<file path="src/rtl/kws_alert_pkg.sv">
// Shared types and default constants for the keyword-spotting alert controller.
package kws_alert_pkg;

  typedef enum logic [1:0] {
    IDLE,
    BEEP,
    HOLD
  } state_t;

  localparam logic [15:0] DEF_THR_PRV  = 16'd6500;
  localparam logic [15:0] DEF_THR_PUB  = 16'd4000;
  localparam int          DEF_BEEP_CYC = 50000000;
  localparam int          DEF_HOLD_CYC = 12500000;
  localparam int          DEF_TONE_DIV = 12500;

endpackage

</file>
<file path="src/rtl/kws_tone_gen.sv">
// Tone/bit-period timebase: tick every TONE_DIV enabled cycles, square toggles on each tick.
// Disabling restarts the period with square low.
module kws_tone_gen #(
  parameter int TONE_DIV = 12500
) (
  input  logic clk,
  input  logic reset,
  input  logic en,
  output logic tick,
  output logic square
);

  localparam int CW = (TONE_DIV > 1) ? $clog2(TONE_DIV) : 1;

  logic [CW-1:0] cnt;

  assign tick = en && (cnt == CW'(TONE_DIV - 1));

  always_ff @(posedge clk) begin
    if (reset || !en) begin
      cnt    <= '0;
      square <= 1'b0;
    end else if (tick) begin
      cnt    <= '0;
      square <= ~square;
    end else begin
      cnt <= cnt + CW'(1);
    end
  end

endmodule

</file>
<file path="src/rtl/kws_alert_ctrl.sv">
// Alert controller: debounces detector hits per channel, then beeps and holds off.
// Optional score serialiser on led_scr is enabled by defining KWS_ALERT_SCR_SERIAL_EN.
module kws_alert_ctrl
  import kws_alert_pkg::*;
#(
  parameter int          NCH      = 2,
  parameter int          HITS     = 2,
  parameter int          BEEP_CYC = DEF_BEEP_CYC,
  parameter int          HOLD_CYC = DEF_HOLD_CYC,
  parameter int          TONE_DIV = DEF_TONE_DIV,
  parameter int          SCR_W    = 24,
  parameter logic [15:0] THR_PRV  = DEF_THR_PRV,
  parameter logic [15:0] THR_PUB  = DEF_THR_PUB
) (
  input  logic                                 clk,
  input  logic                                 reset,
  input  logic                                 switch,
  input  logic [NCH-1:0]                       det_dv,
  input  logic [NCH-1:0]                       det,
  input  logic [NCH*SCR_W-1:0]                 scr,
  output logic [15:0]                          thr_o,
  output logic                                 beep,
  output logic                                 alert,
  output logic [(NCH>1 ? $clog2(NCH) : 1)-1:0] alert_ch,
  output logic [NCH-1:0]                       led_det,
  output logic                                 led_scr
);

  localparam int         AW     = (NCH > 1) ? $clog2(NCH) : 1;
  localparam int         DMAX   = (BEEP_CYC > HOLD_CYC) ? BEEP_CYC : HOLD_CYC;
  localparam int         DW     = $clog2(DMAX) + 1;
  localparam logic [3:0] HITS_V = 4'(HITS);

  state_t        state;
  logic [DW-1:0] dur;
  logic [3:0]    hit_cnt [NCH];
  logic          hit_any;
  logic [AW-1:0] sel;
  logic          fire;
  logic          tone_en;
  logic          tone_tick;
  logic          tone_sq;

  // Descending scan so the lowest ready channel is the one left in sel.
  always_comb begin
    hit_any = 1'b0;
    sel     = '0;
    for (int i = NCH - 1; i >= 0; i--) begin
      if (hit_cnt[i] == HITS_V) begin
        hit_any = 1'b1;
        sel     = AW'(i);
      end
    end
  end

  assign fire = (state == IDLE) && hit_any;

  always_ff @(posedge clk) begin
    if (reset) begin
      for (int i = 0; i < NCH; i++) hit_cnt[i] <= '0;
      led_det <= '0;
      thr_o   <= THR_PUB;
    end else begin
      for (int i = 0; i < NCH; i++) begin
        if (fire)
          hit_cnt[i] <= '0;
        else if (det_dv[i])
          hit_cnt[i] <= !det[i] ? 4'd0 :
                        (hit_cnt[i] == HITS_V) ? HITS_V : hit_cnt[i] + 4'd1;
        if (det_dv[i]) led_det[i] <= det[i];
      end
      thr_o <= switch ? THR_PRV : THR_PUB;
    end
  end

  always_ff @(posedge clk) begin
    if (reset) begin
      state    <= IDLE;
      dur      <= '0;
      alert    <= 1'b0;
      alert_ch <= '0;
    end else begin
      alert <= 1'b0;
      case (state)
        IDLE: begin
          if (fire) begin
            state    <= BEEP;
            dur      <= '0;
            alert    <= 1'b1;
            alert_ch <= sel;
          end
        end
        BEEP: begin
          if (dur == DW'(BEEP_CYC - 1)) begin
            state <= HOLD;
            dur   <= '0;
          end else begin
            dur <= dur + DW'(1);
          end
        end
        HOLD: begin
          if (dur == DW'(HOLD_CYC - 1)) begin
            state <= IDLE;
            dur   <= '0;
          end else begin
            dur <= dur + DW'(1);
          end
        end
        default: begin
          state <= IDLE;
          dur   <= '0;
        end
      endcase
    end
  end

  assign beep = tone_sq && (state == BEEP);

  kws_tone_gen #(
    .TONE_DIV(TONE_DIV)
  ) u_tone (
    .clk   (clk),
    .reset (reset),
    .en    (tone_en),
    .tick  (tone_tick),
    .square(tone_sq)
  );

`ifdef KWS_ALERT_SCR_SERIAL_EN
  localparam int PW = $clog2(SCR_W + 4);

  logic [SCR_W-1:0] scr_lat;
  logic [PW-1:0]    pos;

  // Timebase also paces the serialiser in IDLE; it drops for the trigger cycle so BEEP starts low.
  assign tone_en = (state == BEEP) || ((state == IDLE) && !fire);

  always_ff @(posedge clk) begin
    if (reset) begin
      scr_lat <= '0;
      pos     <= '0;
      led_scr <= 1'b0;
    end else begin
      if (fire) scr_lat <= scr[int'(sel)*SCR_W +: SCR_W];
      if (state != IDLE)
        pos <= '0;
      else if (tone_tick)
        pos <= (pos == PW'(SCR_W + 3)) ? '0 : pos + PW'(1);
      led_scr <= (state == IDLE) && (int'(pos) < SCR_W) && scr_lat[SCR_W - 1 - int'(pos)];
    end
  end
`else
  logic unused_inputs;

  assign tone_en       = (state == BEEP);
  assign led_scr       = 1'b0;
  assign unused_inputs = ^{scr, tone_tick};
`endif

endmodule

</file>
<file path="config.mk">
export PLATFORM = sky130hd
export DESIGN_NAME = kws_alert_ctrl
export DESIGN_NICKNAME = d
export VERILOG_FILES = /design/src/rtl/kws_alert_pkg.sv /design/src/rtl/kws_tone_gen.sv /design/src/rtl/kws_alert_ctrl.sv
export SDC_FILE = /design/constraint.sdc
export NUM_CORES = 1
export LEC_CHECK = 0
export BUFFER_PORTS_ARGS = -buffer_cell sky130_fd_sc_hd__buf_2
export CAP_MARGIN = 40
export CORE_UTILIZATION = 45
export CTS_CLUSTER_DIAMETER = 30
export DETAILED_ROUTE_END_ITERATION = 16
export PLACE_DENSITY = 0.7
export SLEW_MARGIN = 10
export SYNTH_ARGS = -nofsm -noshare
export SYNTH_HDL_FRONTEND = slang
export SYNTH_SLANG_ARGS = --single-unit
</file>
<file path="constraint.sdc">
create_clock -name clk -period 4.4 [get_ports clk]
set_input_delay 0.44 -clock clk [delete_from_list [all_inputs] [get_ports clk]]
set_output_delay 0.44 -clock clk [all_outputs]
set_load 0.1 [all_outputs]
</file>
Word-level counts from Yosys, hierarchy flattened:

Memory sizes are Yosys's and may differ from the RTL's.
Index checks and enable logic that the tools add are counted.

* multiplexer cells: 33
* reductions and logical operators: 10
* $add $sub $neg: 4
* equality and inequality tests: 10
* bitwise gates (word level): 6

Operators by type and width (count)
* 27-bit 2-to-1 mux: 3
* 27-bit case mux with 3 select lines: 1
* 4-bit 2-to-1 mux: 8
* 27-bit by 1-bit adder with 27-bit output, second input constant: 1
* 27-bit by 24-bit equality test with 1-bit output, second input constant: 1
* 27-bit by 26-bit equality test with 1-bit output, second input constant: 1
* 1-bit 2-to-1 mux: 16
* 14-bit by 1-bit adder with 14-bit output, second input constant: 1
* 14-bit equality test, second input constant: 1
* 13-bit 2-to-1 mux: 1
* 4-bit by 1-bit adder with 4-bit output, second input constant: 2
* 4-bit by 2-bit equality test with 1-bit output, second input constant: 2
* 2-bit 2-to-1 mux: 3
* 2-bit inequality test, second input constant: 3
* 2-bit case mux with 3 select lines: 1
* 1-bit OR: 4
* 2-bit OR reduction: 2
* 1-bit logical AND: 3
* 3-bit AND reduction: 1
* 2-bit by 1-bit equality test with 1-bit output, second input constant: 1
* 2-bit equality test, second input constant: 1
* 2-bit zero test: 1
* 1-bit NOT: 2
* 2-bit AND reduction: 1
* other kinds (2): 2

* bits of input ports: 55
* register bits after elaboration: 64
* word-level logic and storage cells: 73
* memory bits (writable): 8
* memories: 1
* output and inout bits: 22

Memory list
* hit_cnt: words 2, bits a word 4, rd ports 2, clocked after Yosys merged registers in 0, write ports 2, line kws_alert_ctrl.sv:36 `logic [3:0] hit_cnt [NCH];`

Depth between registers and ports, before layout:

Gate-level depths: netlist of run 1.
An unclocked memory read counts as a cell.

* depth in word-level cells: 10
* gate-level depth with buffers: 10

Hierarchy:

Synthesis of run 1 repeated with hierarchy kept, for this count alone.

* cell total of the unflattened synthesis: 334
* area total of the unflattened synthesis: 2966.6 um^2

By module, submodules not included
* kws_alert_ctrl: seq. area each 940.9 um^2, cells each 258, instances 1, area an instance 2302.2 um^2
* kws_tone_gen: seq. area each 300.3 um^2, cells each 76, instances 1, area an instance 664.4 um^2

Worst setup path before layout of run 1:

No wires, ideal clock.

* path type: reg2reg
* start point: memory hit_cnt[0][0]
* end point: register dur[15]
* arrival time: 2.010 ns
* stages on the path, launching flop included: 11
* required time: 4.266 ns
* path buffers: 3
* clock period less this slack: 2.144 ns
* slack: 2.256 ns
* cell sequence: edfxtp_1 > inv_1 > ha_1 > nor3b_1 > nor2_1 > and2_1 > buf_2 > nand2b_1 > buf_1 > clkbuf_1 > a31oi_1

RTL lines
* start, declared: line kws_alert_ctrl.sv:36
* end signal, assigned: line kws_alert_ctrl.sv:98 `dur <= dur + DW'(1);`
* end signal, assigned: line kws_alert_ctrl.sv:106 `dur <= dur + DW'(1);`
* end, declared: line kws_alert_ctrl.sv:35 `logic [DW-1:0] dur;`

==> impl_metrics.json, run 1 <==
{
  "crit_path_start": "hit_cnt[1][0]",
  "grtUsageTotal_pct": 17.8,
  "routed_wl_um": 6110,
  "relSlewSlack_pct": 38.0,
  "hold_viol_final": 0,
  "area_growth_pct": 8.05,
  "clkSlewWorstSetupHoldPaths_ns": 0.07,
  "overflow": 0,
  "gp_congestion": 0.767,
  "rows": 29,
  "drive_above_1_share_pct": 11.7,
  "max_stage_delay_ns": 0.82,
  "boundaryPins": 77,
  "drv_cap": 0,
  "ctsResizeCount": 0,
  "synth_edf_count": 8,
  "grt_setup_unrepaired": "false",
  "ant_nets": 0,
  "finalNetCount": 444,
  "period_needed_ns": 2.94,
  "grt_max_degree": 27,
  "vias_per_cell": 5.60,
  "wire_per_inst_um": 13.3,
  "clkSinkCount": 58,
  "endpoint_kind": "flop",
  "hold_path_startpoint": "det[0]",
  "synth-seq-area-share_pct": 39.7,
  "setup_viol": 0,
  "postCtsHoldBufs": 0,
  "r2r_start": "hit_cnt[1][0]",
  "path_cells": "inv_1 > ha_1 > nor3b_1 > nor2_1 > and2_1 > a2111oi_4 > a41oi_1 > a31oi_1",
  "ys_seq_elements": 58,
  "coreArea_mm2": 0.00653,
  "utilization_pct": 51.7,
  "fin_hold_ws_ns": 0.363,
  "slowest_stage": "a2111oi_4",
  "p_leak_nw": 1.15,
  "cts_buffers": 9,
  "port_buffers": 17,
  "cts_root_buf": "clkbuf_8",
  "tns_ns": 0,
  "syn_area_mm2": 0.00312,
  "worstSkewPairLatency_ns": 0.34,
  "worst_pin_slew_ns": 0.929,
  "cts_htree_levels": 3,
  "cp_max_fo": 18,
  "synthDominantCellAreaShare_pct": 32.1,
  "status": "finished, final reports clean",
  "finClkSkew_ns": 0.00913,
  "die_h_um": 85.3,
  "ys_top_cells_by_area": "dfxtp_1, edfxtp_1, a31oi_1, nand2_1, nand3_1",
  "start_kind": "flop",
  "met3_length_um": 275,
  "dominantRegCellSynth": "dfxtp_1",
  "clockBufferDepth": 2,
  "place_hpwl_um": 4300,
  "grt_pass1_vias": 2226,
  "route.met2.wl_um": 2840,
  "drv_slew": 0,
  "initialDrtViolationCount": 128,
  "synth_cell_types": 45,
  "diodes": 0,
  "yosysWarnings": 0,
  "async_reset_ff_share_pct": 0,
  "arrival_ns": 3.20,
  "dieArea_mm2": 0.00728,
  "min_period_over_period_pct": 66.8,
  "drc": 0,
  "m1WireLength_um": 2930,
  "die_w_um": 85.3,
  "hold_class": "in -> reg",
  "yosysTopAreaCell": "dfxtp_1",
  "first_pass_iters": 4,
  "ir_drop_mv": 0.188,
  "syn_avg_cell_area_um2": 8.46,
  "grt_pass1_wl_um": 10200,
  "cts_tree": "yes",
  "final_common_cell": "dfxtp_1",
  "criticalPathCategory": "reg -> reg",
  "start_util_pct": 47.8,
  "synth_cells": 369,
  "worstPathRequired_ns": 4.66,
  "topRoutingLayerUsed": "met4",
  "post-cts-setup-buffer-count": 0,
  "layout_common_cells": "dfxtp_1, nand2_1, nor2_1",
  "dr_total_vias": 2580,
  "p_per_area_mw_per_mm2": 424,
  "antenna_found_initial": 0,
  "fmax_mhz": 340
}
-- stage by stage --
step / power, W / std cells / worst slack (ns) / cell area [µm²]
2_1_floorplan: 0.000894 / 378 / 2.26 / 3160
3_3_place_gp: 0.000928 / 444 / 1.56 / 3160
3_5_place_dp: 0.000939 / 445 / 1.43 / 3170
4_1_cts: 0.00144 / 461 / 1.41 / 3370
5_1_grt: 0.00151 / 461 / 1.26 / 3370
6_report: 0.00143 / 461 / 1.46 / 3370
-- flip-flops by register name, summed over array words and instances, names as in the netlist --
register	count
dur	27
thr_o	2
alert_ch	1
alert	1
state	2
led_det	2
u_tone.square	1
u_tone.cnt	14
hit_cnt	8
-- power by group --
part	leakage, nW	total [W]	internal [W]	switching [W]
Combinational	0.560	0.000345	0.0000784	0.000266
Clock	0.0986	0.000501	0.000291	0.000210
Sequential	0.494	0.000584	0.000564	0.0000201
Total	1.15	0.00143	0.000934	0.000496
-- worst paths after layout --
| path | depth (start not counted) | slack (ns) | endpoint |
|---|---|---|---|
| max | 8 | 1.46 | dur[26] |
| min | 3 | 0.36 | led_det[0] |
| max reg2reg | 8 | 1.46 | dur[26] |
| min reg2reg | 1 | 0.46 | u_tone.cnt[0] |
-- critical path: cells and delay by family (launching register included) --
kind	cells	cell delay (ns)
and+or+nand+nor	3	0.93
DFF	1	0.44
AOI/OAI and AO/OA	3	1.23
buffers and inverters	1	0.09
adders and majority gates	1	0.16
-- cells by family after synthesis --
kind of cell             Yosys count  synth area share [%]
adder cells (fa/ha/maj)           10                  4.01
multiplexers                       4                  1.32
buffers and inverters             39                  6.97
other                              2                 0.240
XOR/XNOR                          14                  3.93
AND/OR/NAND/NOR                  173                  28.3
flip-flops                        58                  39.7
AO/OA/AOI/OAI                     69                  15.5
-- final cells by class --
| cell class | count | area [µm²] |
|---|---|---|
| Inverter | 11 | 41.3 |
| Tap cell | 77 | 96.3 |
| Clock inverter | 4 | 50.0 |
| Clock buffer | 12 | 155 |
| Sequential cell | 58 | 1240 |
| Multi-Input combinational cell | 281 | 1700 |
| Fill cell | 618 | 3160 |
| Timing Repair Buffer | 18 | 92.6 |
-- routing by layer --
| layer | up-vias | global-route usage [%] |
|---|---|---|
| met5 | - | 0 |
| met4 | 0 | 6.82 |
| met3 | 7 | 4.67 |
| met2 | 55 | 28.2 |
| met1 | 1200 | 23.4 |
| li1 | 1318 | - |
-- cell usage after synthesis (3+ instances only) --
cell      instances
dfxtp_1          50
nand3_1          30
a31oi_1          25
xor2_1           10
xnor2_1           4
buf_2             3
clkbuf_1          7
nor4_1            5
nor3_1            9
nand4_1           7
buf_4            16
ha_1             10
edfxtp_1          8
nand2_1          41
mux2i_1           3
nand2b_1         11
a41oi_1           5
nor3b_1           6
o21ai_0          14
and4_1            3
and3_1            5
a21oi_1          17
nor2_1           40
inv_1            11
Note: power is estimated with default switching activity, not from simulation.
==> run 2, diff against run 1 <==
==> constraint.sdc (replaced) <==
create_clock -name clk -period 2.8 [get_ports clk]
set_input_delay 0.28 -clock clk [delete_from_list [all_inputs] [get_ports clk]]
set_output_delay 0.28 -clock clk [all_outputs]
set_load 0.1 [all_outputs]
==> run 2 against run 1 <==
  * Cell count rose by 1.3%
  * Die area did not move
  * Non-clock buffer count rose by 6
  * Setup slack got worse by 1.1 ns
  * Sequential power rose by 57%
  * Critical endpoint is now dur[12]
  * First-iteration DRC count rose by 23%
  * Combinational power rose by 66%
==> impl_metrics.json, run 2 (synthesis gave the netlist of run 1 again) <==
{
  "status": "finished, final reports clean",
  "ant_nets": 0,
  "routed_wl_um": 6100,
  "grt_pass1_vias": 2363,
  "final_area_mm2": 0.00339,
  "p_leak_nw": 1.18,
  "netSwitchingPower_w": 0.000779,
  "cts_root_buf": "clkbuf_8",
  "layout_common_cells": "dfxtp_1, nand2_1, nor2_1",
  "dieArea_mm2": 0.00728,
  "worstSkewPairLatency_ns": 0.34,
  "endpoint_kind": "flop",
  "swShare_pct": 35.8,
  "multi_input_area_mm2": 0.00170,
  "grt_max_degree": 27,
  "boundaryPins": 77,
  "gp_congestion": 0.800,
  "cts_buffers": 9,
  "rows": 29,
  "relSlewSlack_pct": 55.9,
  "coreArea_mm2": 0.00653,
  "comb_power_share_pct": 26.3,
  "first_pass_iters": 4,
  "place_area_mm2": 0.00321,
  "hold_viol_final": 0,
  "vias_per_cell": 5.58,
  "worst-r2r-setup-slack_ns": 0.32,
  "cts_htree_levels": 3,
  "tns_ns": 0,
  "largest_register": "dur",
  "fmax_mhz": 403,
  "grtUsageTotal_pct": 18.6,
  "cts_tree": "yes",
  "power_frac_clock_pct": 31.6,
  "period_needed_ns": 2.48,
  "finalNetCount": 450,
  "place_hpwl_um": 4270,
  "grt_pass1_wl_um": 10700,
  "ir_drop_mv": 0.260,
  "largest_register_ffs": 27,
  "clkSinkCount": 58,
  "grt_setup_unrepaired": "false",
  "drv_cap": 0,
  "p_int_w": 0.00140,
  "wire_per_inst_um": 13.1,
  "arrival_ns": 2.75,
  "p_per_area_mw_per_mm2": 642,
  "start_util_pct": 47.8,
  "worst_pin_slew_ns": 0.661,
  "postCtsHoldBufs": 0,
  "initialDrtViolationCount": 158,
  "drv_slew": 0,
  "diodes": 0,
  "antenna_found_initial": 0,
  "cp_max_fo": 15,
  "finClkSkew_ns": 0.00754,
  "drive_above_1_share_pct": 12.8,
  "post-cts-setup-buffer-count": 0,
  "die_w_um": 85.3,
  "fill_cells": 601,
  "clockBufferDepth": 2,
  "worst_slack_ns": 0.319,
  "ctsResizeCount": 0,
  "dr_total_vias": 2604,
  "clkSlewWorstSetupHoldPaths_ns": 0.07,
  "overflow": 0,
  "p_seq_share_pct": 42.1,
  "port_buffers": 17,
  "preCtsSetupSlack_ns": 0.356,
  "start_kind": "flop",
  "drc": 0,
  "area_growth_pct": 8.49,
  "worstPathRequired_ns": 3.07,
  "final_common_cell": "dfxtp_1",
  "criticalPathCategory": "reg -> reg",
  "top_regs": "dur x27, u_tone.cnt x14, hit_cnt x8",
  "hold_class": "in -> reg",
  "regArea_mm2": 0.00124,
  "setup_viol": 0,
  "min_period_over_period_pct": 88.6,
  "die_h_um": 85.3
}
run 2: metal layers:
layer | up-vias | wire length, µm | track usage [%]
li1 | 1339 | - | -
met3 | 9 | 251 | 4.86
met5 | - | 0 | 0
met2 | 50 | 2780 | 28.2
met4 | 0 | 100 | 8.03
met1 | 1206 | 2970 | 25.0
run 2: final cells by class:
cell class / count / share of cell area, %
sequential: 58 / 36.6
tap: 77 / 2.84
multi-input combinational: 281 / 50.1
inverter: 11 / 1.22
clock inverter: 3 / 0.443
clock buffer: 13 / 4.69
timing repair buffer: 24 / 4.06
run 2: per-stage QoR:
stage               util [%]  power [W]  instances  hold slack, ns
floorplan                  -    0.00140        378           0.427
global placement        49.1    0.00149        450           0.444
detailed placement      49.2    0.00151        451           0.456
CTS                     51.9    0.00220        467           0.182
global route            51.9    0.00230        467           0.206
finish                  51.9    0.00218        467           0.187
run 2: path summary, 6_finish.rpt:
check | start | endpoint | cells after the start
setup / recovery | hit_cnt[1][0] | dur[12] | 9
setup reg to reg | hit_cnt[1][0] | dur[12] | 9
hold reg to reg | u_tone.cnt[0] | u_tone.cnt[0] | 1
hold / removal | det[1] | led_det[1] | 3
run 2: power groups by stage:
stage          clock network (W)  logic, W  registers, W
2_1_floorplan                  0  0.000419      0.000985
3_3_place_gp                   0  0.000559      0.000933
3_5_place_dp                   0  0.000572      0.000935
4_1_cts                 0.000706  0.000574      0.000917
5_1_grt                 0.000745  0.000628      0.000923
6_report                0.000688  0.000571      0.000917
run 2: worst max-delay path, cell delays in order (launching register included):
cell and delay (ns):
edfxtp_1 0.43, inv_1 0.08, ha_1 0.15, nor3b_1 0.38
nor2_1 0.15, and2_1 0.34, a2111oi_4 0.26, buf_4 0.28
a41oi_1 0.16, a31oi_1 0.18
